<file path="config.mk">
export PLATFORM = sky130hd
export DESIGN_NAME = uart_tx_arbiter_flat
export DESIGN_NICKNAME = d
export VERILOG_FILES = /design/src/rtl/uart_tx_arbiter_pkg.sv /design/src/rtl/uart_tx_arbiter_if.sv /design/src/rtl/uart_tx_arbiter_rr_pick.sv /design/src/rtl/uart_tx_arbiter.sv /design/src/flat_wrapper.sv
export SDC_FILE = /design/constraint.sdc
export NUM_CORES = 1
export LEC_CHECK = 0
export ABC_CLOCK_PERIOD_IN_PS = 1400
export CORE_MARGIN = 1.5
export CORE_UTILIZATION = 34
export DETAILED_ROUTE_END_ITERATION = 10
export HOLD_SLACK_MARGIN = 0.12
export PLACE_DENSITY = 0.75
export SYNTH_ARGS = -nofsm -noshare
export SYNTH_HDL_FRONTEND = slang
export SYNTH_SLANG_ARGS = --single-unit
</file>
<file path="constraint.sdc">
create_clock -name clk -period 1.4 [get_ports clk]
set_input_delay 0.35 -clock clk [delete_from_list [all_inputs] [get_ports clk]]
set_output_delay 0.35 -clock clk [all_outputs]
set_load 0.01 [all_outputs]
</file>
<file path="src/rtl/uart_tx_arbiter_pkg.sv">
// Shared state encoding, requester-count limits and index helpers for uart_tx_arbiter.
package uart_tx_arbiter_pkg;

  typedef enum logic {
    S_IDLE  = 1'b0,
    S_GRANT = 1'b1
  } state_e;

  localparam int N_REQ_MIN = 2;
  localparam int N_REQ_MAX = 4;
  localparam int IDX_W     = 2;

  // Successor of a requester index, wrapping at the number of requesters.
  function automatic logic [IDX_W-1:0] next_idx(input logic [IDX_W-1:0] idx, input int n_req);
    logic [IDX_W-1:0] nxt;
    if (int'(idx) + 1 >= n_req) nxt = '0;
    else                        nxt = idx + 1'b1;
    return nxt;
  endfunction

endpackage

</file>
<file path="src/rtl/uart_tx_arbiter_if.sv">
// Requester-side and transmitter-side stream signals of uart_tx_arbiter.
// "slave" is the arbiter's view; "master" is the view of the requesters plus the UART sink.
interface uart_tx_arbiter_if
  import uart_tx_arbiter_pkg::*;
#(
  parameter int N_REQ = 3
) ();

  logic [N_REQ-1:0]   s_tvalid;
  logic [N_REQ-1:0]   s_tready;
  logic [8*N_REQ-1:0] s_tdata;
  logic [N_REQ-1:0]   s_tlast;
  logic               o_tvalid;
  logic               o_tready;
  logic [7:0]         o_tdata;
  logic [IDX_W-1:0]   o_grant;
  logic               o_busy;
  logic               o_timeout;

  modport slave (
    input  s_tvalid, s_tdata, s_tlast, o_tready,
    output s_tready, o_tvalid, o_tdata, o_grant, o_busy, o_timeout
  );

  modport master (
    output s_tvalid, s_tdata, s_tlast, o_tready,
    input  s_tready, o_tvalid, o_tdata, o_grant, o_busy, o_timeout
  );

endinterface

</file>
<file path="src/rtl/uart_tx_arbiter_rr_pick.sv">
// Combinational round-robin pick: first set request at or above ptr_i, else the lowest one below it.
module rr_pick
  import uart_tx_arbiter_pkg::*;
#(
  parameter int N = 3
) (
  input  logic [N-1:0]     req_i,
  input  logic [IDX_W-1:0] ptr_i,
  output logic             found_o,
  output logic [IDX_W-1:0] idx_o
);

  logic             hi_found;
  logic             lo_found;
  logic [IDX_W-1:0] hi_idx;
  logic [IDX_W-1:0] lo_idx;

  // Scanning downward lets the lowest matching index in each half win.
  always_comb begin
    hi_found = 1'b0;
    lo_found = 1'b0;
    hi_idx   = '0;
    lo_idx   = '0;
    for (int i = N - 1; i >= 0; i--) begin
      if (req_i[i]) begin
        if (IDX_W'(i) >= ptr_i) begin
          hi_found = 1'b1;
          hi_idx   = IDX_W'(i);
        end else begin
          lo_found = 1'b1;
          lo_idx   = IDX_W'(i);
        end
      end
    end
    found_o = hi_found | lo_found;
    idx_o   = hi_found ? hi_idx : lo_idx;
  end

endmodule

</file>
<file path="src/rtl/uart_tx_arbiter.sv">
// Round-robin arbiter merging N_REQ byte streams into one UART transmit stream, whole messages at a time.
// Optional stall timeout enabled by defining UART_TX_ARBITER_TIMEOUT_EN.
module uart_tx_arbiter
  import uart_tx_arbiter_pkg::*;
#(
  parameter int          N_REQ          = 3,
  parameter int unsigned TIMEOUT_CYCLES = 65535
) (
  input  logic           clk,
  input  logic           rst,
  uart_tx_arbiter_if.slave bus
);

  if (N_REQ < N_REQ_MIN || N_REQ > N_REQ_MAX) begin : g_bad_n_req
    $error("uart_tx_arbiter: N_REQ=%0d is outside %0d..%0d", N_REQ, N_REQ_MIN, N_REQ_MAX);
  end
  if (TIMEOUT_CYCLES < 1) begin : g_bad_timeout
    $error("uart_tx_arbiter: TIMEOUT_CYCLES must be at least 1");
  end

  state_e           state_q, state_d;
  logic [IDX_W-1:0] rr_ptr_q, rr_ptr_d;
  logic [IDX_W-1:0] grant_q, grant_d;
  logic             tvalid_q, tvalid_d;
  logic [7:0]       tdata_q, tdata_d;

  logic [3:0]       req_pad;
  logic [3:0]       last_pad;
  logic [31:0]      data_pad;
  logic             req_g;
  logic             last_g;
  logic [7:0]       data_g;
  logic             slot_free;
  logic             accept;
  logic             pick_found;
  logic [IDX_W-1:0] pick_idx;
  logic [N_REQ-1:0] ready_vec;

`ifdef UART_TX_ARBITER_TIMEOUT_EN
  logic [31:0]      stall_q, stall_d;
  logic             timeout_q, timeout_d;
`endif

  // Padding to the maximum width keeps the grant-indexed selects in range for any N_REQ.
  assign req_pad   = 4'(bus.s_tvalid);
  assign last_pad  = 4'(bus.s_tlast);
  assign data_pad  = 32'(bus.s_tdata);
  assign req_g     = req_pad[grant_q];
  assign last_g    = last_pad[grant_q];
  assign data_g    = data_pad[{grant_q, 3'b000} +: 8];
  assign slot_free = ~tvalid_q | bus.o_tready;
  assign accept    = (state_q == S_GRANT) & req_g & slot_free;

  rr_pick #(
    .N(N_REQ)
  ) u_rr_pick (
    .req_i  (bus.s_tvalid),
    .ptr_i  (rr_ptr_q),
    .found_o(pick_found),
    .idx_o  (pick_idx)
  );

  always_comb begin
    ready_vec = '0;
    if (state_q == S_GRANT) begin
      for (int i = 0; i < N_REQ; i++) begin
        ready_vec[i] = slot_free & (IDX_W'(i) == grant_q);
      end
    end
  end

  // Single-entry output register; the held byte drains independently of the FSM.
  always_comb begin
    tvalid_d = tvalid_q;
    tdata_d  = tdata_q;
    if (accept) begin
      tvalid_d = 1'b1;
      tdata_d  = data_g;
    end else if (bus.o_tready) begin
      tvalid_d = 1'b0;
    end
  end

  always_comb begin
    state_d  = state_q;
    grant_d  = grant_q;
    rr_ptr_d = rr_ptr_q;
`ifdef UART_TX_ARBITER_TIMEOUT_EN
    stall_d   = stall_q;
    timeout_d = 1'b0;
`endif
    case (state_q)
      S_IDLE: begin
`ifdef UART_TX_ARBITER_TIMEOUT_EN
        stall_d = '0;
`endif
        if (pick_found) begin
          grant_d = pick_idx;
          state_d = S_GRANT;
        end
      end
      S_GRANT: begin
        if (accept) begin
`ifdef UART_TX_ARBITER_TIMEOUT_EN
          stall_d = '0;
`endif
          if (last_g) begin
            state_d  = S_IDLE;
            rr_ptr_d = next_idx(grant_q, N_REQ);
          end
        end
`ifdef UART_TX_ARBITER_TIMEOUT_EN
        else if (!req_g) begin
          stall_d = stall_q + 32'd1;
          if (stall_d >= TIMEOUT_CYCLES) begin
            state_d   = S_IDLE;
            rr_ptr_d  = next_idx(grant_q, N_REQ);
            timeout_d = 1'b1;
            stall_d   = '0;
          end
        end
`endif
      end
      default: state_d = S_IDLE;
    endcase
  end

  always_ff @(posedge clk or posedge rst) begin
    if (rst) begin
      state_q  <= S_IDLE;
      rr_ptr_q <= '0;
      grant_q  <= '0;
      tvalid_q <= 1'b0;
      tdata_q  <= 8'h00;
    end else begin
      state_q  <= state_d;
      rr_ptr_q <= rr_ptr_d;
      grant_q  <= grant_d;
      tvalid_q <= tvalid_d;
      tdata_q  <= tdata_d;
    end
  end

`ifdef UART_TX_ARBITER_TIMEOUT_EN
  always_ff @(posedge clk or posedge rst) begin
    if (rst) begin
      stall_q   <= '0;
      timeout_q <= 1'b0;
    end else begin
      stall_q   <= stall_d;
      timeout_q <= timeout_d;
    end
  end
  assign bus.o_timeout = timeout_q;
`else
  assign bus.o_timeout = 1'b0;
`endif

  assign bus.s_tready = ready_vec;
  assign bus.o_tvalid = tvalid_q;
  assign bus.o_tdata  = tdata_q;
  assign bus.o_grant  = grant_q;
  assign bus.o_busy   = (state_q == S_GRANT);

endmodule

</file>
<file path="src/flat_wrapper.sv">
// flat-port wrapper written by rule: the top's interface ports become plain ports
module uart_tx_arbiter_flat import uart_tx_arbiter_pkg::*;
#(
  parameter int          N_REQ          = 3,
  parameter int unsigned TIMEOUT_CYCLES = 65535
)
  (clk, rst, bus_s_tvalid, bus_s_tdata, bus_s_tlast, bus_o_tready, bus_s_tready, bus_o_tvalid, bus_o_tdata, bus_o_grant, bus_o_busy, bus_o_timeout);
  uart_tx_arbiter_if #(.N_REQ(N_REQ)) bus_i ();
  input  logic clk;
  input  logic rst;
  input wire logic [$bits(bus_i.s_tvalid)-1:0] bus_s_tvalid;
  input wire logic [$bits(bus_i.s_tdata)-1:0] bus_s_tdata;
  input wire logic [$bits(bus_i.s_tlast)-1:0] bus_s_tlast;
  input wire logic [$bits(bus_i.o_tready)-1:0] bus_o_tready;
  output wire logic [$bits(bus_i.s_tready)-1:0] bus_s_tready;
  output wire logic [$bits(bus_i.o_tvalid)-1:0] bus_o_tvalid;
  output wire logic [$bits(bus_i.o_tdata)-1:0] bus_o_tdata;
  output wire logic [$bits(bus_i.o_grant)-1:0] bus_o_grant;
  output wire logic [$bits(bus_i.o_busy)-1:0] bus_o_busy;
  output wire logic [$bits(bus_i.o_timeout)-1:0] bus_o_timeout;
  assign bus_i.s_tvalid = bus_s_tvalid;
  assign bus_i.s_tdata = bus_s_tdata;
  assign bus_i.s_tlast = bus_s_tlast;
  assign bus_i.o_tready = bus_o_tready;
  assign bus_s_tready = bus_i.s_tready;
  assign bus_o_tvalid = bus_i.o_tvalid;
  assign bus_o_tdata = bus_i.o_tdata;
  assign bus_o_grant = bus_i.o_grant;
  assign bus_o_busy = bus_i.o_busy;
  assign bus_o_timeout = bus_i.o_timeout;
  uart_tx_arbiter #(.N_REQ(N_REQ), .TIMEOUT_CYCLES(TIMEOUT_CYCLES)) u_core (.clk(clk), .rst(rst), .bus(bus_i));
endmodule
</file>
# After elaboration in Yosys (flattened, before gate mapping)

Index checks and enable logic that the tools add are counted.

Register bits: 14
Input port bits: 33
Output and inout port bits: 16
Word-level logic and storage cells: 65

Add/subtract/negate cells: 2
Order comparisons: 5
Equal/unequal tests: 2
Shift operators: 1
Multiplexer cells: 37
Bitwise logic cells: 9
Reduce and logical (&&, ||, !) cells: 4

Operators by type and width:

| operator                                                            | number |
|---|---|
| greater-or-equal comparator 32 x 3 -> 1 bit (second input constant) | 1 |
| indexed part select 32 x 6 -> 8 bit                                 | 1 |
| two-way mux 2 bit                                                   | 14 |
| two-way mux 1 bit                                                   | 19 |
| bitwise AND 1 bit                                                   | 5 |
| binary-select mux 1 bit (select 2 bit)                              | 2 |
| greater-or-equal comparator 1 x 2 -> 1 bit (first input constant)   | 2 |
| adder 2 x 1 -> 3 bit (second input constant)                        | 1 |
| less-than comparator 2 x 3 -> 1 bit (second input constant)         | 1 |
| two-way mux 3 bit                                                   | 1 |
| AND reduction 3 bit                                                 | 1 |
| adder 2 x 1 -> 2 bit (second input constant)                        | 1 |
| == test 1 x 2 -> 1 bit (first input constant)                       | 1 |
| == test 2 bit (first input constant)                                | 1 |
| greater-or-equal comparator 2 bit (first input constant)            | 1 |
| zero test 2 bit                                                     | 1 |
| inverter 1 bit                                                      | 2 |
| OR 1 bit                                                            | 2 |
| one-hot mux 1 bit (2 select lines)                                  | 1 |
| AND reduction 2 bit                                                 | 1 |
| nonzero test 2 bit                                                  | 1 |

# Depth between registers and ports, before layout

Gate-level depths: netlist of run 1.

Depth after elaboration: 10
Depth in mapped cells: 6
Mapped depth without buffers: 4

# Cells and area by module

From an unflattened synthesis of run 1, not the netlist that was laid out.

Cell total of the unflattened synthesis: 86
Area total of the unflattened synthesis: 965.9 µm²

Modules (own cells, without submodules):

| module          | instances | cells an instance | area an instance (µm²) | sequential area each (µm²) |
|---|---|---|---|---|
| uart_tx_arbiter | 1         | 78                | 914.6                  | 350.3 |
| rr_pick         | 1         | 8                 | 51.3                   | 0.0 |

# Worst setup path before layout of run 1

Ideal clock, no wire load.

Path type: register to register
Start: register u_core.grant_q[0] (netlist: u_core.bus.o_grant[0])
End: register u_core.tdata_q[0] (netlist: u_core.bus.o_tdata[0])
Setup time: 0.127 ns
Arrival: 1.428 ns
Data required time: 1.273 ns
Slack: -0.156 ns
Stages on the path, launching flop included: 7
Path buffers: 2
Clock period less this slack: 1.556 ns
Path through: dfrtp_1 buf_6 mux2i_1 o21ai_2 nor2b_1 buf_6 mux2_1

Cells in the longest elaborated chain, start to end: 4
Elaborated cells between the ends (all ways): 5
Those cells by class: shift: 1; mux: 2; bitwise: 2

Ends and longest elaborated chain:

| item                                                                        | line                   | text |
|---|---|---|
| start: declaration                                                          | uart_tx_arbiter.sv:23  | `logic [IDX_W-1:0] grant_q, grant_d;` |
| start signal: assignment                                                    | uart_tx_arbiter.sv:138 | `grant_q <= grant_d;` |
| branches (longest 4 deep; another with indexed part select 32 x 6 -> 8 bit) | -                      |  |
| end signal: assignment                                                      | uart_tx_arbiter.sv:140 | `tdata_q <= tdata_d;` |
| end: declaration                                                            | uart_tx_arbiter.sv:25  | `logic [7:0] tdata_q, tdata_d;` |

Parallel ways; which one is timed is not known. The select of a mux whose other input is x is not followed.
A chain may end at the register's enable or synchronous reset.

# Final worst setup path of run 1

Start: register u_core.grant_q[1] (netlist: u_core.bus.o_grant[1])
End: output port bus_s_tready[2]

Cells in the longest elaborated chain, start to end: 3

Ends and longest elaborated chain:

| item              | line                  | text |
|---|---|---|
| == test 2 bit     | uart_tx_arbiter.sv:67 | `ready_vec[i] = slot_free & (IDX_W'(i) == grant_q);` |
| bitwise AND 1 bit | uart_tx_arbiter.sv:67 |  |
| two-way mux 3 bit | uart_tx_arbiter.sv:65 | `if (state_q == S_GRANT) begin` |
| end: declaration  | flat_wrapper.sv:15    | `output wire logic [$bits(bus_i.s_tready)-1:0] bus_s_tready;` |

No other way between the ends.

==> flow_summary.json, run 1 <==
{
  "synth_cell_type_count": 25,
  "worst_skew_pair.late_latency_ns": 0.28,
  "wl_met1_um": 1180,
  "hpwl_um": 1970,
  "wl_per_cell_um": 15.5,
  "setup_viol": 15,
  "clockRootBuffer": "clkbuf_4",
  "dieArea_um2": 2870,
  "finalSetupTns_ns": -2.98,
  "r2r_slack_ns": -0.24,
  "num_rows": 18,
  "core_um2": 2450,
  "postSynth.asyncResetShare": 1.00,
  "area_growth_pct": 94.8,
  "postLayoutSetupSlackWorst_ns": -0.265,
  "violations": "negative setup slack",
  "cp_top_family": "flip-flops",
  "p_per_area_nw_per_um2": 2010,
  "port_buffers": 47,
  "grtUsageTotal": 0.222,
  "drive_gt1_frac": 0.375,
  "fill_cells": 195,
  "numCtsBuffers": 3,
  "yosys_warnings": 0,
  "first_pass_iters": 5,
  "fin_crit_sh": 1.19,
  "start_util": 0.355,
  "crit_path_end_kind": "primary output",
  "route.detailed.drc": 0,
  "diodes": 0,
  "fmax_ghz": 0.601,
  "first_global_vias": 959,
  "ctsHoldBuffers": 0,
  "r2r_start": "u_core.bus.o_grant[0]",
  "yosys.area.top_type": "dfrtp_1",
  "io_pins": 49,
  "hold_viol": 0,
  "synthTopCellsByCount": "dfrtp_1, nand2_1, mux2_1, mux2i_1, o21ai_0",
  "numPlacedInstances": 173,
  "met3_length_um": 141,
  "cts_sinks": 14,
  "fin_nets": 194,
  "rsz0062_at_grt": "true",
  "multi_input_area_um2": 571,
  "synth_ff_type": "dfrtp_1",
  "dr.first_iter.drc_count": 10,
  "place_congestion": 0.798,
  "worstSetupPathType": "reg2out",
  "crit_path_top_delay_cell": "dfrtp_2",
  "cts.clk_slew.worst_paths_ns": 0.09,
  "required_ns": 1.05,
  "synth_nets": 120,
  "status": "finished with violations",
  "slew_viol_final": 0,
  "finalNonFillerCells": 190,
  "critPathLaunchType": "flop",
  "ys_seq_elements": 14,
  "cp_cell_sequence": "buf_6, and2b_1, and3_4, buf_6",
  "worst-path-buf-inv": 2,
  "synth_edf_count": 0,
  "wl_um": 2940,
  "critPathMaxStageDelay_ns": 0.46,
  "antenna_found_initial": 0,
  "clockBufferDepth": 2,
  "synth_area_um2": 871,
  "seq_area_um2": 353,
  "hold_path_class": "in2async",
  "synth_cells": 87,
  "critPathMaxFanout": 4,
  "die_h_um": 53.6,
  "synth.top_cells.by_area": "dfrtp_1, mux2_1, mux2i_1",
  "grt_overflow": 0,
  "ir_worst_vdd_uv": 1470,
  "route.top_layer_used": "met4",
  "dpl_cell_area_um2": 1470,
  "grt_max_degree": 15,
  "htreeDepth": 1,
  "synth-seq-area-share": 0.402,
  "r2r_cells": 6,
  "synth_top_area_frac": 0.402,
  "dr_total_vias": 956,
  "postRouteAntennaNets": 0,
  "cts_tree": "done",
  "p_leak_nw": 0.792,
  "fin_area_um2": 1700,
  "syn_avg_cell_area_um2": 10.0,
  "cap_violations": 0,
  "cp_common_cell": "buf_6",
  "wl_met2_um": 1550,
  "r2r-end": "u_core.bus.o_tdata[3]",
  "critical_path_arrival_ns": 1.31,
  "dieWidth_um": 53.6,
  "grt_pass1_wl_um": 4290,
  "clock_skew_ns": 0.00109,
  "period_minus_slack_ns": 1.66,
  "viasPerCell": 5.03
}
[worst max path at each step]
stage               slack (ns)                     to                   from  cells past startpoint
global route             -0.30        bus_s_tready[2]  u_core.bus.o_grant[1]                      4
finish                   -0.26        bus_s_tready[2]  u_core.bus.o_grant[1]                      4
global placement         -0.69        bus_s_tready[0]           bus_o_tready                      5
floorplan                -0.14  u_core.bus.o_tdata[0]  u_core.bus.o_grant[0]                      6
CTS                      -0.24        bus_s_tready[2]  u_core.bus.o_grant[1]                      4
detailed placement       -0.73        bus_s_tready[2]           bus_o_tready                      5
[worst min-delay path, stage by stage]
cell             delay (ns)
clkdlybuf4s50_1        0.40
inv_1                  0.06
buf_4                  0.22
[stage by stage]
stage / util / worst slack [ns] / total power (W) / hold slack [ns]
5_1_grt: 0.691 / -0.295 / 0.00359 / 0.383
3_5_place_dp: 0.599 / -0.727 / 0.00252 / 0.474
6_report: 0.691 / -0.265 / 0.00341 / 0.368
2_1_floorplan: - / -0.137 / 0.00168 / 0.239
4_1_cts: 0.670 / -0.237 / 0.00315 / 0.373
3_3_place_gp: 0.599 / -0.693 / 0.00246 / 0.470
[cell families after synthesis]
group / count (synthesis) / share of synthesized area
flip-flops: 14 / 0.402
AND/OR/NAND/NOR: 28 / 0.161
multiplexers: 20 / 0.244
buffers and inverters: 8 / 0.0675
other: 1 / 0.00431
AO/OA/AOI/OAI: 16 / 0.121
[repair_timing]
action,CTS,global route
pin swaps,4,2
gates resized for setup,54,10
endpoints found under the setup margin,26,17
setup buffers,11,3
[area by class of cell]
class                           instances  area share
Timing Repair Buffer                   76       0.410
Multi-Input combinational cell         65       0.336
Sequential cell                        14       0.208
Tap cell                               30      0.0221
Clock buffer                            4      0.0214
Inverter                                1     0.00221
[power by group]
part / leakage [nW] / internal, W / switching, W
combinational: 0.603 / 0.00137 / 0.000967
sequential: 0.168 / 0.000606 / 0.000170
clock: 0.0210 / 0.000158 / 0.000139
total: 0.792 / 0.00214 / 0.00128
[cell usage in the layout, fill, tap and decap left out, types with 2 or more instances in the layout]
| cell | instances |
|---|---|
| clkdlybuf4s50_1 | 31 |
| buf_4 | 23 |
| nand2_1 | 13 |
| dfrtp_1 | 12 |
| mux2_4 | 10 |
| dlygate4sd2_1 | 10 |
| mux2i_1 | 9 |
| o21ai_0 | 9 |
| buf_6 | 8 |
| nor2_1 | 3 |
| clkbuf_4 | 3 |
| buf_2 | 3 |
| nand3b_1 | 2 |
| a21oi_1 | 2 |
| dfrtp_2 | 2 |
[flip-flops by register name (all words and copies together), names as in the netlist]
signal,flops
u_core.bus.o_busy,1
u_core.bus.o_tvalid,1
u_core.rr_ptr_q,2
u_core.bus.o_grant,2
u_core.bus.o_tdata,8
[routing by layer]
| layer | up-vias | GRT usage |
|---|---|---|
| li1 | 449 | - |
| met1 | 458 | 0.247 |
| met2 | 43 | 0.403 |
| met3 | 6 | 0.0278 |
| met4 | 0 | 0.128 |
| met5 | - | 0 |
(Power assumes the default switching activity.)
==> run 2: changes to the inputs <==
--- a/config.mk
+++ b/config.mk
@@ -7,10 +7,11 @@
 export LEC_CHECK = 0
 export ABC_CLOCK_PERIOD_IN_PS = 1400
 export CORE_MARGIN = 1.5
-export CORE_UTILIZATION = 34
+export CORE_UTILIZATION = 35
+export CTS_BUF_LIST = sky130_fd_sc_hd__clkbuf_4
 export DETAILED_ROUTE_END_ITERATION = 10
 export HOLD_SLACK_MARGIN = 0.12
-export PLACE_DENSITY = 0.75
+export PLACE_DENSITY = 0.77
 export SYNTH_ARGS = -nofsm -noshare
 export SYNTH_HDL_FRONTEND = slang
 export SYNTH_SLANG_ARGS = --single-unit
==> flow_summary.json, run 2 (synthesis gave the netlist of run 1 again) <==
{
  "worstSetupPathType": "reg2out",
  "cp_common_cell": "buf_6",
  "grt_pass1_wl_um": 4310,
  "grt_util_met3": 0.0621,
  "period_minus_slack_ns": 1.68,
  "use_met1": 0.259,
  "dieWidth_um": 52.9,
  "place_congestion": 0.784,
  "dieArea_um2": 2800,
  "htreeDepth": 1,
  "antenna_found_initial": 0,
  "num_rows": 17,
  "dr.first_iter.drc_count": 19,
  "fill_cells": 172,
  "rsz0062_at_grt": "true",
  "ctsHoldBuffers": 0,
  "critical_path_arrival_ns": 1.33,
  "p_per_area_nw_per_um2": 1950,
  "hold_viol": 0,
  "io_pins": 49,
  "hpwl_um": 1970,
  "grtUsageTotal": 0.221,
  "route.detailed.drc": 0,
  "core_um2": 2280,
  "pwr-share-comb": 0.679,
  "seq_power_share": 0.242,
  "critPathMaxStageDelay_ns": 0.41,
  "crit_path_end_kind": "primary output",
  "p_leak_nw": 0.756,
  "first_global_vias": 949,
  "fmax_ghz": 0.594,
  "critPathLaunchType": "flop",
  "numCtsBuffers": 3,
  "cp_cell_sequence": "buf_6, and2b_1, and3_4, buf_6",
  "grt-busiest-layer": "met2",
  "ir_worst_vdd_uv": 1330,
  "setup_viol": 15,
  "sw_frac_of_total": 0.375,
  "cts.clk_slew.worst_paths_ns": 0.09,
  "power.switching_w": 0.00118,
  "hold_path_class": "in2async",
  "cap_violations": 0,
  "dp_slack_ns": -0.679,
  "clockBufferDepth": 2,
  "slew_viol_final": 0,
  "start_util": 0.383,
  "multi_input_area_um2": 541,
  "clock_skew_ns": 0.000673,
  "crit_path_top_delay_cell": "dfrtp_1",
  "dr_total_vias": 916,
  "port_buffers": 47,
  "mostFrequentLayoutCells": "clkdlybuf4s50_1, buf_4, nand2_1",
  "fin_nets": 189,
  "postRouteAntennaNets": 0,
  "fin_crit_sh": 1.20,
  "postLayoutSetupSlackWorst_ns": -0.283,
  "violations": "negative setup slack",
  "first_pass_iters": 4,
  "diodes": 0,
  "cts_sinks": 14,
  "grt_overflow": 0,
  "seq_area_um2": 352,
  "grt_max_degree": 11,
  "clockRootBuffer": "clkbuf_4",
  "die_h_um": 52.9,
  "drive_gt1_frac": 0.335,
  "critPathMaxFanout": 2,
  "required_ns": 1.05,
  "status": "finished with violations",
  "cts_tree": "done",
  "wl_per_cell_um": 14.9,
  "grt_util_met2": 0.371,
  "wl_um": 2730,
  "worst_skew_pair.late_latency_ns": 0.29,
  "area_growth_pct": 85.1,
  "p_total_w": 0.00314,
  "final_common_cell": "clkdlybuf4s50_1",
  "p_clk_frac": 0.079,
  "intPower_w": 0.00196,
  "viasPerCell": 5.01,
  "largest_register_ffs": 8
}
[run 2: metrics by stage]
stage,std cells,TNS [ns],cell area (µm²),hold slack (ns),util
2_1_floorplan,87,-1.41,886,0.239,-
3_3_place_gp,173,-6.99,1470,0.471,0.647
3_5_place_dp,173,-7.33,1470,0.475,0.647
4_1_cts,183,-3.36,1600,0.249,0.704
5_1_grt,183,-4.42,1610,0.252,0.708
6_report,183,-3.31,1610,0.251,0.708
[run 2: layout make-up]
type	instances	share of cell area
well taps	28	0.0217
repair buffers	71	0.406
clock buffers	3	0.0140
multi-input cells	65	0.335
inverters	1	0.00233
clock inverters	1	0.00233
flip-flops and latches	14	0.218
[run 2: power by group through the flow]
| stage | sequential, W | combinational, W | clock (W) |
|---|---|---|---|
| 2_1_floorplan | 0.000804 | 0.000872 | 0 |
| 6_report | 0.000759 | 0.00213 | 0.000249 |
| 5_1_grt | 0.000783 | 0.00228 | 0.000274 |
| 4_1_cts | 0.000751 | 0.00208 | 0.000255 |
| 3_5_place_dp | 0.000758 | 0.00176 | 0 |
| 3_3_place_gp | 0.000743 | 0.00174 | 0 |
[run 2: worst paths after layout]
kind	start	endpoint	slack (ns)	cells after the start
worst min-delay path	rst	u_core.bus.o_tdata[0]	0.25	2
worst max-delay path	u_core.bus.o_grant[0]	bus_s_tready[2]	-0.28	4
min in group clk	u_core.bus.o_tdata[0]	u_core.bus.o_tdata[0]	0.51	1
worst max register to register	u_core.bus.o_grant[0]	u_core.bus.o_tdata[4]	-0.25	7
worst min register to register	u_core.bus.o_tdata[0]	u_core.bus.o_tdata[0]	0.51	1
max in group asynchronous	rst	u_core.bus.o_grant[1]	0.74	3
[run 2: per-layer routing]
| metal | wire length (µm) | share of wire |
|---|---|---|
| met5 | 0 | 0 |
| met4 | 40 | 0.015 |
| met1 | 1120 | 0.41 |
| met2 | 1370 | 0.50 |
| met3 | 198 | 0.073 |
[run 2: timing repair]
| item | in CTS | in global routing |
|---|---|---|
| resized for setup | 56 | 2 |
| setup endpoints to repair | 26 | 16 |
| setup buffers | 7 | 0 |
| pin swaps | 5 | 1 |
[run 2: critical path: cells and delay by family, from the launching register on]
kind                   cells  cell delay, ns
AND/OR/NAND/NOR            2            0.41
flip-flops                 1            0.41
buffers and inverters      2            0.22
==> RTL edit (config.mk and constraints of run 2) <==
`tdata_q` no longer has a reset.
--- a/src/rtl/uart_tx_arbiter.sv
+++ b/src/rtl/uart_tx_arbiter.sv
@@ -131,14 +131,16 @@
       rr_ptr_q <= '0;
       grant_q  <= '0;
       tvalid_q <= 1'b0;
-      tdata_q  <= 8'h00;
     end else begin
       state_q  <= state_d;
       rr_ptr_q <= rr_ptr_d;
       grant_q  <= grant_d;
       tvalid_q <= tvalid_d;
-      tdata_q  <= tdata_d;
     end
+  end
+
+  always_ff @(posedge clk) begin
+    tdata_q <= tdata_d;
   end
 
 `ifdef UART_TX_ARBITER_TIMEOUT_EN
Formal check against the unedited RTL: differs if rst is asserted again (counterexample within 4 cycles, from zero or initial values and one cycle with rst high); with rst held inactive, the same outputs for 10 cycles.
==> RTL edit against run 2 <==
Sequential share of layout area rose by 3.8 points. Global-route usage is 0.35 points lower. Hold slack improved by 24 ps. Largest cell class unchanged. Design area fell by 4.8%. Combinational power decreased by 13%. Worst setup slack improved by 43 ps. Total power down 5.8%. The flow still finishes with violations (setup timing). Synthesized area shrank 7.8%. Routed wire length decreased by 2.6%. Sequential cell count did not move. Largest power group unchanged.
==> RTL edit: results (changes against run 2) <==
Worst vdd ir: 1.26 mV (-5.3%)
CP Max Fanout: 5 (+3)
Cells after DPL: 164 (-5.2%)
Leak: 0.675 nW (-11%)
Final setup viols: 16 (+1)
First-pass GRT wire length: 4110 um (-4.8%)
M1 wire length: 1060 um (-4.8%)
Seq/Total Area, Yosys: 48.6% (+8.4 points)
Layout fillers: 178 (+3.5%)
Ys flop type: edfxtp_1
Hpwl dp: 1850 um (-6.2%)
Share of cells above drive strength 1: 29.3% (-4.3 points)
Via-to-Cell Ratio: 5.02 (+0.35%)
Async SR Flop Fraction: 42.9% (-57 points)
DRT iter0 DRCs: 24 (+5)
Non-clk bufs: 69 (-2.8%)
Slowest CP cell: dfrtp_2
Metal3 WL: 90 um (-55%)
Mux cell area share after synthesis: 14.0% (-10 points)
Met2 usage: 39.2% (+2.1 points)
Setup_tns: -2830 ps (+475 ps)
Sequential cells: 14 (unchanged)
Layout Skew: 3.92 ps (+3.24 ps)
Total GRT Usage: 21.8% (-0.35 points)
Syn_area_per_cell: 10.2 um^2 (+1.6%)
Number of synthesized flops with an enable pin: 8 (+8)
Largest stage delay, worst path: 470 ps (+60 ps)
Routed met2 length: 1480 um (+7.9%)
Non-clk invs: 4 (+3)
Met3 usage: 1.46% (-4.8 points)
Cell family with most CP delay: flip-flops
Ranking of synthesized cells by area: edfxtp_1, dfrtp_1, mux2i_1, o21ai_0, nand2_1
Status: complete, but fails checks
Area growth syn-to-layout: 91.0%
Final WS setup: -240 ps (+43.0 ps)
Fin nets: 181 (-4.2%)
XOR/XNOR Fraction of Synth Area: 0% (unchanged)
Largest net degree at the start of global routing: 10 (-1)
Compound-gate portion of the synthesized area: 15.3% (+3.2 points)
Met1 usage: 26.7% (+0.73 points)
Clk cell area share: 1.71% (+0.082 points)
Violated checks: setup timing
Area occupied by multi-input gates: 428 um^2 (-21%)
Final std cells w/o fill: 175 (-4.4%)
N_diodes: 0 (unchanged)
Post-DP Area: 1440 um^2 (-2.5%)
Synth cell count leaders: nand2_1, o21ai_0, mux2i_1
WL/cell: 15.2 um (+1.8%)
Comb_multi_in: 56 (-14%)
Data arrival, critical path: 1290 ps (-40 ps)
Syn Nets: 112 (-6.7%)
Non-clk buf share: 41.5% (+0.91 points)
RD Place Congestion: 0.791 (+0.82%)
Vias in the first global route: 857 (-9.7%)
Mapped Cells: 79 (-9.2%)
Sequential share of cell area: 25.6% (+3.8 points)
[RTL edit: changes by cell type after synthesis, sizes merged, moves of 2 or more]
cell,delta
o21ai,+2
inv,+3
nand3b,-2
mux2,-8
dfrtp,-8
nand2,-2
edfxtp,+8
[RTL edit: path summary, 6_finish.rpt]
| path | cells past startpoint | start | slack (ps) | to |
|---|---|---|---|---|
| min reg2reg | 2 | u_core.bus.o_tvalid | 570 | u_core.bus.o_tvalid |
| max | 4 | u_core.bus.o_grant[0] | -240 | bus_s_tready[2] |
| max in group asynchronous | 2 | rst | 900 | u_core.bus.o_grant[1] |
| max reg2reg | 6 | u_core.bus.o_grant[0] | -210 | u_core.rr_ptr_q[0] |
| min | 2 | rst | 270 | u_core.rr_ptr_q[0] |
| min in group clk | 3 | bus_o_tready | 470 | u_core.bus.o_tvalid |
[RTL edit: what timing repair did]
action,CTS,global route
pin swaps,7,1
endpoints found under the setup margin,35,23
resized for setup,40,3
setup buffers,7,2
[RTL edit: cell families (layout without fill, tap and decap cells)]
kind of cell | after synthesis | in the layout
and+or+nand+nor | 24 | 24
DFF | 14 | 14
other | 1 | 1
AOI/OAI and AO/OA | 20 | 20
muxes | 11 | 11
buffers and inverters | 9 | 77
[RTL edit: per-stage QoR]
step | worst slack [ps] | total power [mW]
floorplan | -35.7 | 1.72
global placement | -638 | 2.49
detailed placement | -658 | 2.54
CTS | -196 | 2.87
global route | -270 | 3.13
finish | -240 | 2.96
[RTL edit: power breakdown]
part | total (mW) | leakage [nW] | switching, mW | internal (mW)
Sequential | 0.843 | 0.145 | 0.134 | 0.709
Clock | 0.249 | 0.0154 | 0.145 | 0.104
Combinational | 1.86 | 0.515 | 0.840 | 1.02
